### config.mk
export PLATFORM = sky130hd
export DESIGN_NAME = ahb_qos_arbiter
export DESIGN_NICKNAME = d
export VERILOG_FILES = /design/src/rtl/ahb_qos_arbiter.sv
export SDC_FILE = /design/constraint.sdc
export NUM_CORES = 1
export LEC_CHECK = 0
export BUFFER_PORTS_ARGS = -buffer_cell sky130_fd_sc_hd__buf_4
export CORE_MARGIN = 5
export CORE_UTILIZATION = 46
export DETAILED_ROUTE_END_ITERATION = 12
export PLACE_DENSITY = 0.66
export SLEW_MARGIN = 20
export SYNTH_ARGS = -nofsm -noshare
export SYNTH_HDL_FRONTEND = slang
export SYNTH_SLANG_ARGS = --single-unit
### constraint.sdc
create_clock -name Hclk -period 13.3 [get_ports Hclk]
set_clock_uncertainty 0.05 [all_clocks]
set_input_delay 0.665 -clock Hclk [delete_from_list [all_inputs] [get_ports Hclk]]
set_output_delay 0.665 -clock Hclk [all_outputs]
set_load 0.05 [all_outputs]
### src/rtl/ahb_qos_arbiter.sv
//-----------------------------------------------------------------------------
// ahb_qos_arbiter
//
// Four-master AHB bus arbiter with software-programmable per-master priority,
// optional starvation aging, burst-aware handover and locked-transfer hold.
// Hgrant/Hmaster steer the address-phase mux, Hmaster_data steers the
// write-data/response mux one Hready edge later.
//
// Optional feature macro: AHB_ARB_AGING_EN
//   defined   : per-master age counters, STARVE_LIMIT boost and starve_flag
//   undefined : effective priority is the priority register, starve_flag = 0
//
// Ports:
//   Hclk          in   1  bus clock
//   Hresetn       in   1  asynchronous active-low reset
//   Hreq          in   4  bus request, one bit per master
//   Hlock         in   4  locked-transfer request, one bit per master
//   Hready        in   1  global transfer-done
//   Htrans        in   2  address-phase transfer type (IDLE/BUSY/NONSEQ/SEQ)
//   Hburst        in   3  address-phase burst type
//   cfg_we        in   1  priority write strobe
//   cfg_idx       in   2  master index written
//   cfg_prio      in   2  new priority (3 = highest)
//   Hgrant        out  4  one-hot grant, registered
//   Hmaster       out  2  address-phase owner, registered
//   Hmaster_data  out  2  data-phase owner, registered
//   Hmastlock     out  1  current address phase is locked
//   starve_flag   out  4  master age >= STARVE_LIMIT
//-----------------------------------------------------------------------------
module ahb_qos_arbiter #(
   parameter int AGE_W          = 4,
   parameter int STARVE_LIMIT   = 12,
   parameter int MAX_INCR_BEATS = 16
) (
   input  logic       Hclk,
   input  logic       Hresetn,
   input  logic [3:0] Hreq,
   input  logic [3:0] Hlock,
   input  logic       Hready,
   input  logic [1:0] Htrans,
   input  logic [2:0] Hburst,
   input  logic       cfg_we,
   input  logic [1:0] cfg_idx,
   input  logic [1:0] cfg_prio,
   output logic [3:0] Hgrant,
   output logic [1:0] Hmaster,
   output logic [1:0] Hmaster_data,
   output logic       Hmastlock,
   output logic [3:0] starve_flag
);

   // The beat counter must hold both the longest fixed burst (15) and the
   // INCR saturation value.
   localparam int                CNT_TOP = (MAX_INCR_BEATS > 15) ? MAX_INCR_BEATS : 15;
   localparam int                CNT_W   = $clog2(CNT_TOP + 1);
   localparam logic [CNT_W-1:0]  CNT_MAX = CNT_W'(MAX_INCR_BEATS);

   localparam logic [1:0] TR_IDLE   = 2'b00;
   localparam logic [1:0] TR_NONSEQ = 2'b10;
   localparam logic [2:0] BU_SINGLE = 3'b000;
   localparam logic [2:0] BU_INCR   = 3'b001;

   typedef enum logic [1:0] {
      ST_ARB    = 2'd0,
      ST_FIXED  = 2'd1,
      ST_INCR   = 2'd2,
      ST_LOCKED = 2'd3
   } state_t;

   state_t           r_state;
   state_t           w_state_nxt;
   logic [3:0]       r_grant;
   logic [1:0]       r_master;
   logic [1:0]       r_master_data;
   logic             r_mastlock;
   logic [1:0]       r_prio [4];
   logic [CNT_W-1:0] r_cnt;
   logic [CNT_W-1:0] w_cnt_nxt;
   logic [2:0]       w_eff_prio [4];
   logic [1:0]       w_winner;
   logic             w_ho_allow;
   logic             w_lock_nxt;

   // Beats are Hready edges carrying NONSEQ/SEQ; BUSY and wait states are not.
   logic w_beat;
   logic w_nonseq;
   logic w_idle;
   logic w_own_req;
   logic w_own_lock;
   logic w_other_req;

   assign w_beat      = Hready && Htrans[1];
   assign w_nonseq    = Hready && (Htrans == TR_NONSEQ);
   assign w_idle      = (Htrans == TR_IDLE);
   assign w_own_req   = Hreq[r_master];
   assign w_own_lock  = Hlock[r_master];
   assign w_other_req = |(Hreq & ~r_grant);

   // Beats remaining after the NONSEQ of a fixed-length burst.
   function automatic logic [CNT_W-1:0] burst_remaining(input logic [2:0] burst);
      case (burst)
         3'b010, 3'b011: return CNT_W'(3);
         3'b100, 3'b101: return CNT_W'(7);
         3'b110, 3'b111: return CNT_W'(15);
         default:        return '0;
      endcase
   endfunction

   //--------------------------------------------------------------------------
   // Priority registers. A write lands on the edge, so an arbitration decision
   // taken on that same edge still sees the old value.
   //--------------------------------------------------------------------------
   always_ff @(posedge Hclk or negedge Hresetn) begin
      if (!Hresetn) begin
         // NOTE: this is a four-entry register file, not a RAM; resetting it
         // is cheap and gives software a known all-zero starting priority.
         for (int i = 0; i < 4; i++) r_prio[i] <= '0;
      end else if (cfg_we) begin
         r_prio[cfg_idx] <= cfg_prio;
      end
   end

   //--------------------------------------------------------------------------
   // Aging and effective priority
   //--------------------------------------------------------------------------
`ifdef AHB_ARB_AGING_EN
   localparam logic [AGE_W-1:0] AGE_SAT = '1;

   logic [AGE_W-1:0] r_age     [4];
   logic [AGE_W-1:0] w_age_nxt [4];
   logic [3:0]       r_starve;

   always_comb begin : p_age_nxt
      for (int i = 0; i < 4; i++) begin
         w_age_nxt[i] = r_age[i];
         if (!Hreq[i] || (w_ho_allow && (w_winner == 2'(i))))
            w_age_nxt[i] = '0;
         else if (Hready && (r_master != 2'(i)) && (r_age[i] != AGE_SAT))
            w_age_nxt[i] = r_age[i] + 1'b1;
      end
   end

   // starve_flag is taken from the next age so it is always equal to
   // (r_age >= STARVE_LIMIT) and can be reused for the boost.
   always_ff @(posedge Hclk or negedge Hresetn) begin
      if (!Hresetn) begin
         for (int i = 0; i < 4; i++) r_age[i] <= '0;
         r_starve <= '0;
      end else begin
         for (int i = 0; i < 4; i++) begin
            r_age[i]    <= w_age_nxt[i];
            r_starve[i] <= (int'(w_age_nxt[i]) >= STARVE_LIMIT);
         end
      end
   end

   always_comb begin : p_eff_prio
      for (int i = 0; i < 4; i++)
         w_eff_prio[i] = r_starve[i] ? 3'd4 : {1'b0, r_prio[i]};
   end

   assign starve_flag = r_starve;
`else
   always_comb begin : p_eff_prio
      for (int i = 0; i < 4; i++)
         w_eff_prio[i] = {1'b0, r_prio[i]};
   end

   assign starve_flag = '0;

   // AGE_W and STARVE_LIMIT have no effect in this build; the empty branch
   // keeps them referenced so both builds share one parameter list.
   if ((AGE_W < 1) || (STARVE_LIMIT < 0)) begin : g_age_params_unused
   end
`endif

   //--------------------------------------------------------------------------
   // Winner: highest effective priority, ties resolved by scanning from
   // Hmaster+1 with wrap so the current owner comes last. Parks on Hmaster
   // when nobody requests.
   //--------------------------------------------------------------------------
   always_comb begin : p_winner
      logic [2:0] v_best;
      logic       v_found;
      logic [1:0] v_idx;
      // NOTE: every variable gets a default before any branch so no path
      // leaves it unassigned and no latch is inferred.
      w_winner = r_master;
      v_best   = '0;
      v_found  = 1'b0;
      v_idx    = '0;
      for (int k = 1; k <= 4; k++) begin
         v_idx = r_master + 2'(k);
         if (Hreq[v_idx] && (!v_found || (w_eff_prio[v_idx] > v_best))) begin
            v_found  = 1'b1;
            v_best   = w_eff_prio[v_idx];
            w_winner = v_idx;
         end
      end
   end

   //--------------------------------------------------------------------------
   // Beat counter datapath: FIXED counts down remaining beats, INCR counts up
   // to the forced-handover limit.
   //--------------------------------------------------------------------------
   always_comb begin : p_cnt_nxt
      w_cnt_nxt = r_cnt;
      case (r_state)
         ST_ARB:
            if (w_nonseq)
               w_cnt_nxt = (Hburst == BU_INCR) ? CNT_W'(1) : burst_remaining(Hburst);
         ST_FIXED:
            if (w_beat && (r_cnt != '0)) w_cnt_nxt = r_cnt - 1'b1;
         ST_INCR:
            if (w_beat && (r_cnt != CNT_MAX)) w_cnt_nxt = r_cnt + 1'b1;
         default: ;
      endcase
   end

   //--------------------------------------------------------------------------
   // FSM: state register
   //--------------------------------------------------------------------------
   always_ff @(posedge Hclk or negedge Hresetn) begin
      if (!Hresetn) begin
         r_state <= ST_ARB;
      end else begin
         // NOTE: sequential state uses non-blocking assignment so every
         // register samples pre-edge values regardless of process order.
         r_state <= w_state_nxt;
      end
   end

   //--------------------------------------------------------------------------
   // FSM: next state. Burst/lock tracking is decided on the edge of the beat,
   // using the post-beat counter value, so the last beat's edge is also the
   // handover edge.
   //--------------------------------------------------------------------------
   always_comb begin : p_state_nxt
      w_state_nxt = r_state;
      case (r_state)
         ST_ARB: begin
            if (w_beat && w_own_lock)
               w_state_nxt = ST_LOCKED;
            else if (w_nonseq && (Hburst == BU_INCR))
               w_state_nxt = ST_INCR;
            else if (w_nonseq && (Hburst != BU_SINGLE))
               w_state_nxt = ST_FIXED;
         end
         ST_FIXED:
            if (Hready && (w_idle || (w_cnt_nxt == '0)))
               w_state_nxt = ST_ARB;
         ST_INCR:
            if (Hready && (!w_own_req || w_idle ||
                           ((w_cnt_nxt == CNT_MAX) && w_other_req)))
               w_state_nxt = ST_ARB;
         ST_LOCKED:
            // Leaving on this edge still blocks handover, so the owner keeps
            // one more unlocked transfer before the grant can move.
            if (Hready && !w_own_lock)
               w_state_nxt = ST_ARB;
         default:
            w_state_nxt = ST_ARB;
      endcase
   end

   //--------------------------------------------------------------------------
   // FSM: outputs
   //--------------------------------------------------------------------------
   always_comb begin : p_fsm_out
      w_ho_allow = Hready && (r_state != ST_LOCKED) && (w_state_nxt == ST_ARB);
      w_lock_nxt = (w_state_nxt == ST_LOCKED);
   end

   //--------------------------------------------------------------------------
   // Grant, owner and data-phase owner registers
   //--------------------------------------------------------------------------
   always_ff @(posedge Hclk or negedge Hresetn) begin
      if (!Hresetn) begin
         r_grant       <= 4'b0001;
         r_master      <= '0;
         r_master_data <= '0;
         r_mastlock    <= 1'b0;
         r_cnt         <= '0;
      end else begin
         if (w_ho_allow) begin
            r_grant  <= 4'b0001 << w_winner;
            r_master <= w_winner;
         end
         if (Hready) r_master_data <= r_master;
         r_mastlock <= w_lock_nxt;
         r_cnt      <= w_cnt_nxt;
      end
   end

   assign Hgrant       = r_grant;
   assign Hmaster      = r_master;
   assign Hmaster_data = r_master_data;
   assign Hmastlock    = r_mastlock;

endmodule

# ---- Yosys cells after proc, flatten, opt, wreduce, memory -nomap -nowiden
# Cells that the tools add are included.
dict set report op_classes {
  n_reduce_logical 38
  muxes 48
  n_addsub 5
  n_lt_le_gt_ge 13
  n_eq_ne 15
  shifts 1
  n_bitwise 7
}
# operator count
set op_table {}
lappend op_table {{3-bit two-way mux} 11}
lappend op_table {{3-bit binary-select mux with 2-bit select} 4}
lappend op_table {{2-bit two-way mux} 11}
lappend op_table {{5-bit two-way mux} 4}
lappend op_table {{1-bit logical AND} 17}
lappend op_table {{3-bit >= comparator, second input constant} 5}
lappend op_table {{2-bit inverter with 3-bit output} 5}
lappend op_table {{5-bit one-hot mux with 3 select lines} 1}
lappend op_table {{3-bit == test, second input constant} 4}
lappend op_table {{2-bit by 3-bit < comparator with 1-bit output, second input constant} 4}
lappend op_table {{4-bit one-hot mux with 3 select lines} 1}
lappend op_table {{1-bit binary-select mux with 2-bit select} 5}
lappend op_table {{3-bit greater-than comparator} 3}
lappend op_table {{8-bit bitwise mux} 1}
lappend op_table {{2-bit == test, second input constant} 4}
lappend op_table {{1-bit two-way mux} 8}
lappend op_table {{2-bit one-hot mux with 4 select lines} 1}
lappend op_table {{3-bit by 2-bit == test with 1-bit output, second input constant} 2}
lappend op_table {{2-bit zero test} 3}
lappend op_table {{1-bit logical OR} 6}
lappend op_table {{2-bit OR reduction} 3}
lappend op_table {{5-bit by 1-bit adder with 5-bit output, second input constant} 1}
lappend op_table {{5-bit == test, second input constant} 1}
lappend op_table {{1-bit zero test} 5}
lappend op_table {{other kinds (16)} 17}
dict set report word_totals {
  reg_bits 24
  in_bits 21
  output_inout_bits 13
}

# ---- Longest topological paths before layout
dict set report logic_depth {
  ltp_word 19
  mapped_depth 27
  mapped_depth_nobuf 25
}

# ---- Least setup slack after synthesis
# Ideal clock, no wire load.
dict set report synth_timing {
  path_type {register to register}
  start {register r_master[1] (netlist: Hmaster[1])}
  end {register r_grant[1] (netlist: Hgrant[1])}
  period_less_slack_ps 5369
  path_slack_ps 7931
  t_required_ps 13155
  setup_time_ps 95
  stages_incl_launch_ff 27
  t_arrival_ps 5224
  path_buffers 3
  path_cell_list {dfrtp_1 -> buf_1 -> clkbuf_1 -> clkbuf_1 -> mux2i_1 -> nand2_1 -> o21ai_0 -> ha_1 -> o22ai_1 -> a32o_1 -> o21ai_0 -> o21ai_0 -> ha_1 -> nand2_1 -> o21ai_0 -> o221ai_1 -> o211a_1 -> nor2_1 -> a21oi_1 -> ha_1 -> nor2b_1 -> o21ai_0 -> o211ai_1 -> nand2_1 -> o21ai_0 -> xnor2_1 -> o31ai_1}
}
dict set report synth_between {
  elab_chain_cells 19
}
# item line
set synth_rtl {}
lappend synth_rtl {{from (decl)} 73} ;# logic [1:0] r_master;
lappend synth_rtl {{from (signal assigned)} 287} ;# r_master <= w_winner;
lappend synth_rtl {{2-bit by 1-bit adder with 2-bit output} 193} ;# v_idx = r_master + 2'(k);
lappend synth_rtl {{2-bit inverter with 3-bit output (not written as such)} 196} ;# v_best = w_eff_prio[v_idx];
lappend synth_rtl {{3-bit binary-select mux with 2-bit select} 196}
lappend synth_rtl {{3-bit two-way mux (not written as such) (2 in a row)} 196}
lappend synth_rtl {{3-bit two-way mux} 194} ;# if (Hreq[v_idx] && (!v_found || (w_eff_prio[v_idx] > v_best))) begin
lappend synth_rtl {{3-bit greater-than comparator} 194}
lappend synth_rtl {{1-bit logical OR} 194}
lappend synth_rtl {{1-bit logical AND} 194}
lappend synth_rtl {{[2 not listed]} -}
lappend synth_rtl {{1-bit logical OR} 194}
lappend synth_rtl {{1-bit logical AND} 194}
lappend synth_rtl {{3-bit two-way mux or 1-bit two-way mux (tied branches)} 194}
lappend synth_rtl {{3-bit greater-than comparator or 1-bit zero test (tied branches)} 194}
lappend synth_rtl {{1-bit logical OR} 194}
lappend synth_rtl {{1-bit logical AND} 194}
lappend synth_rtl {{2-bit two-way mux} 194}
lappend synth_rtl {{1-bit by 2-bit << shifter with 4-bit output} 286} ;# r_grant <= 4'b0001 << w_winner;
lappend synth_rtl {{to (signal assigned)} 286}
lappend synth_rtl {{to (decl)} 72} ;# logic [3:0] r_grant;
# Parallel ways exist; a longest one is shown, timed or not. The select of a mux whose other input is x is not followed.
# A chain may end at the register's enable or synchronous reset.

# ---- Final worst setup path
dict set report layout_timing {
  start {register r_master[1] (netlist: Hmaster[1])}
  end {register r_grant[3] (netlist: Hgrant[3])}
}
# The elaborated chain is that of the path after synthesis.

==> results.sh <==
export IMPL_cts_resized=0
export IMPL_rows=26
export IMPL_synth_top_family_by_area="compound AO/OA/AOI/OAI gates"
export IMPL_via_per_inst=5.95
export IMPL_yosysTopAreaCellShare_pct=24.2
export IMPL_place_hpwl_um=4250
export IMPL_antenna_found_initial=0
export IMPL_crit_fanout=22
export IMPL_ys_async_sr_fraction_pct=100
export IMPL_reg2reg_from="Hmaster[1]"
export IMPL_reg2reg_depth=25
export IMPL_antenna_cells=0
export IMPL_synth_warnings=0
export IMPL_cts_root_buf="clkbuf_8"
export IMPL_synth_cell_types=63
export IMPL_setup_tns_ps=0
export IMPL_synthSimpleGateAreaFrac_pct=20.9
export IMPL_synth_ff_type="dfrtp_1"
export IMPL_cts_buffers_inserted=3
export IMPL_cp_arrival_ps=5510
export IMPL_synth_avg_cell_area_sq_um=8.54
export IMPL_synthCells=278
export IMPL_synth_most_common_cell="nand2_1"
export IMPL_synthTopCellsByCount="nand2_1, dfrtp_1, mux2_2, o21ai_0"
export IMPL_areaGrowthSynthToFinish_pct=12.1
export IMPL_ios=34
export IMPL_grt_pass1_vias=1881
export IMPL_nets=322
export IMPL_numClockSinks=24
export IMPL_rsz0062_at_grt="false"
export IMPL_p_per_area_mw_per_mm2=276
export IMPL_htreeDepth=1
export IMPL_core_area_sq_mm=0.00507
export IMPL_critPathLaunch="Hmaster[1]"
export IMPL_ant_nets=0
export IMPL_insertion_delay_ps=270
export IMPL_r2r_slack_ps=7910
export IMPL_hold_slack_ps=239
export IMPL_gp_congestion=0.850
export IMPL_worstSetupStartpointType="flop"
export IMPL_seq_area_frac_synth_pct=25.4
export IMPL_clk_pin_slew_ps=90
export IMPL_ir_worst_vdd_mv=0.0972
export IMPL_max_freq_ghz=0.186
export IMPL_start_util_pct=46.8
export IMPL_dr_pass1_iters=4
export IMPL_clockBufferDepth=2
export IMPL_synth_xor_area_share_pct=1.11
export IMPL_crit_type="reg2reg"
export IMPL_cts_hold_buf=0
export IMPL_cts_tree="yes"
export IMPL_io_buffers=29
export IMPL_synthAdderAreaFrac_pct=4.22
export IMPL_gr_total_overflow=0
export IMPL_r2r_end="Hgrant[3]"
export IMPL_hp_class="in2async"
export IMPL_cts_setup_buffers=0
export IMPL_outcome="completed"
export IMPL_post_drt_wl_per_cell_um=15.5
export IMPL_finalCritPeriodShare_pct=40.5
export IMPL_ys_seq_elements=24
export IMPL_power_leakage_uw=0.00108
export IMPL_slew_violations=0
export IMPL_first_iter_violations=287
export IMPL_grt_pass1_wl_um=9270
export IMPL_muxShareOfSynthArea_pct=15.1
export IMPL_die_w_um=81.8
export IMPL_final_setup_viol_count=0
export IMPL_layout_drive_gt1_share_pct=21.6
export IMPL_required_ps=13430
export IMPL_critPathCapture="Hgrant[3]"
export IMPL_cp_end_kind="flop"
export IMPL_grt_max_degree=32
export IMPL_drc=0
export IMPL_synth_edff_count=0
export IMPL_totalWireLength_um=5610
export IMPL_final_min_clock_period_ps=5390
export IMPL_final_hold_violation_count=0
export IMPL_dieHeight_um=81.8
export IMPL_dieArea_sq_mm=0.00670
export IMPL_grt_usage_pct=17.4
export IMPL_vias=2154
export IMPL_yosys_top_cells_area="dfrtp_1, mux2_2, mux2i_1, ha_1, nand2_1"
export IMPL_synth_compound_area_share_pct=26.5
export IMPL_maxCapViolCount=0
export IMPL_slew_headroom_pct=49.9
export IMPL_max_slew_worst_pin_slew_ps=741
export IMPL_synth_top_area_cell="dfrtp_1"
export IMPL_netlist_area_sq_mm=0.00237
-- area by class of cell --
cell class,instances,area (sq um)
multi-input combinational,222,1630
clock inverter,1,30.0
fill,511,2410
timing repair buffer,31,233
clock buffer,3,41.3
tap,70,87.6
inverter,11,41.3
sequential,24,602
-- cells by family after synthesis --
| logic type | after synthesis |
|---|---|
| XOR/XNOR | 3 |
| multiplexers | 31 |
| AO/OA/AOI/OAI | 89 |
| AND/OR/NAND/NOR | 87 |
| flip-flops | 24 |
| buffers and inverters | 35 |
| adder cells (fa/ha/maj) | 8 |
| other | 1 |
-- flip-flops by register name, indices dropped and copies added (netlist names) --
register / flops
Hgrant: 4
r_prio: 8
Hmaster: 2
Hmaster_data: 2
r_state: 2
r_cnt: 5
Hmastlock: 1
-- metrics by stage --
stage / util [%] / instances / cell area, sq um / power [uW] / setup slack [ps]
2_1_floorplan: - / 281 / 2380 / 561 / 7930
3_3_place_gp: 51.0 / 358 / 2590 / 660 / 8120
3_5_place_dp: 51.0 / 358 / 2590 / 667 / 7940
4_1_cts: 52.4 / 362 / 2660 / 734 / 7900
5_1_grt: 52.4 / 362 / 2660 / 805 / 7210
6_report: 52.4 / 362 / 2660 / 733 / 7910
-- metal layers --
metal  global-route usage [%]  up-vias  part of all wire [%]
li1                         -     1100                     -
met1                     27.1      998                    53
met2                     26.2       54                    42
met3                     2.19        2                   4.7
met4                     1.99        0                  0.25
met5                        0        -                     0
-- layout by cell type (no fill, tap or decap), drive strengths merged, types with 3 or more instances in the layout --
master,count
buf,31
nand2,24
dfrtp,23
mux2,16
o21ai,15
mux2i,13
nor2,12
o31ai,12
inv,9
a21oi,9
o211ai,8
ha,8
or3,7
nand3,7
a31oi,7
o22ai,6
o21a,5
nor3,5
nor2b,5
a211oi,5
conb,4
and2,4
or4,4
nand3b,3
a311oi,3
a32oi,3
xnor2,3
clkbuf,3
-- worst min-delay path by stage --
stage,startpoint,end,slack (ps),cells past startpoint
2_1_floorplan,Hresetn,Hgrant[1],320,0
3_3_place_gp,Hmaster_data[1],Hmaster_data[1],440,1
3_5_place_dp,Hmaster_data[0],Hmaster_data[0],450,1
4_1_cts,Hresetn,r_cnt[3],250,1
5_1_grt,Hresetn,r_prio[7],260,1
6_report,Hresetn,r_prio[0],240,1
-- critical path, stage by stage, from the launching register on --
cell	delay (ps)
dfrtp_1	560
buf_4	350
mux2i_1	320
nand2_1	100
o21ai_0	230
a211oi_1	130
ha_1	320
o22ai_1	150
a32o_1	260
o21ai_0	120
o21ai_0	250
ha_1	270
nand2_1	60
o21ai_0	80
o221ai_1	120
o211a_1	270
nor2_1	60
a21oi_1	130
ha_1	250
nor2b_1	130
o21ai_0	160
o211ai_1	150
nand2_1	130
o21ai_0	180
xnor2_1	220
o31ai_1	270
-- power by group --
group / switching [uW] / leakage [uW] / internal (uW)
Combinational: 300 / 0.000757 / 219
Sequential: 48.6 / 0.000289 / 101
Clock: 24.6 / 0.0000357 / 40.2
Total: 373 / 0.00108 / 361
Note: power is estimated with default switching activity, not from simulation.
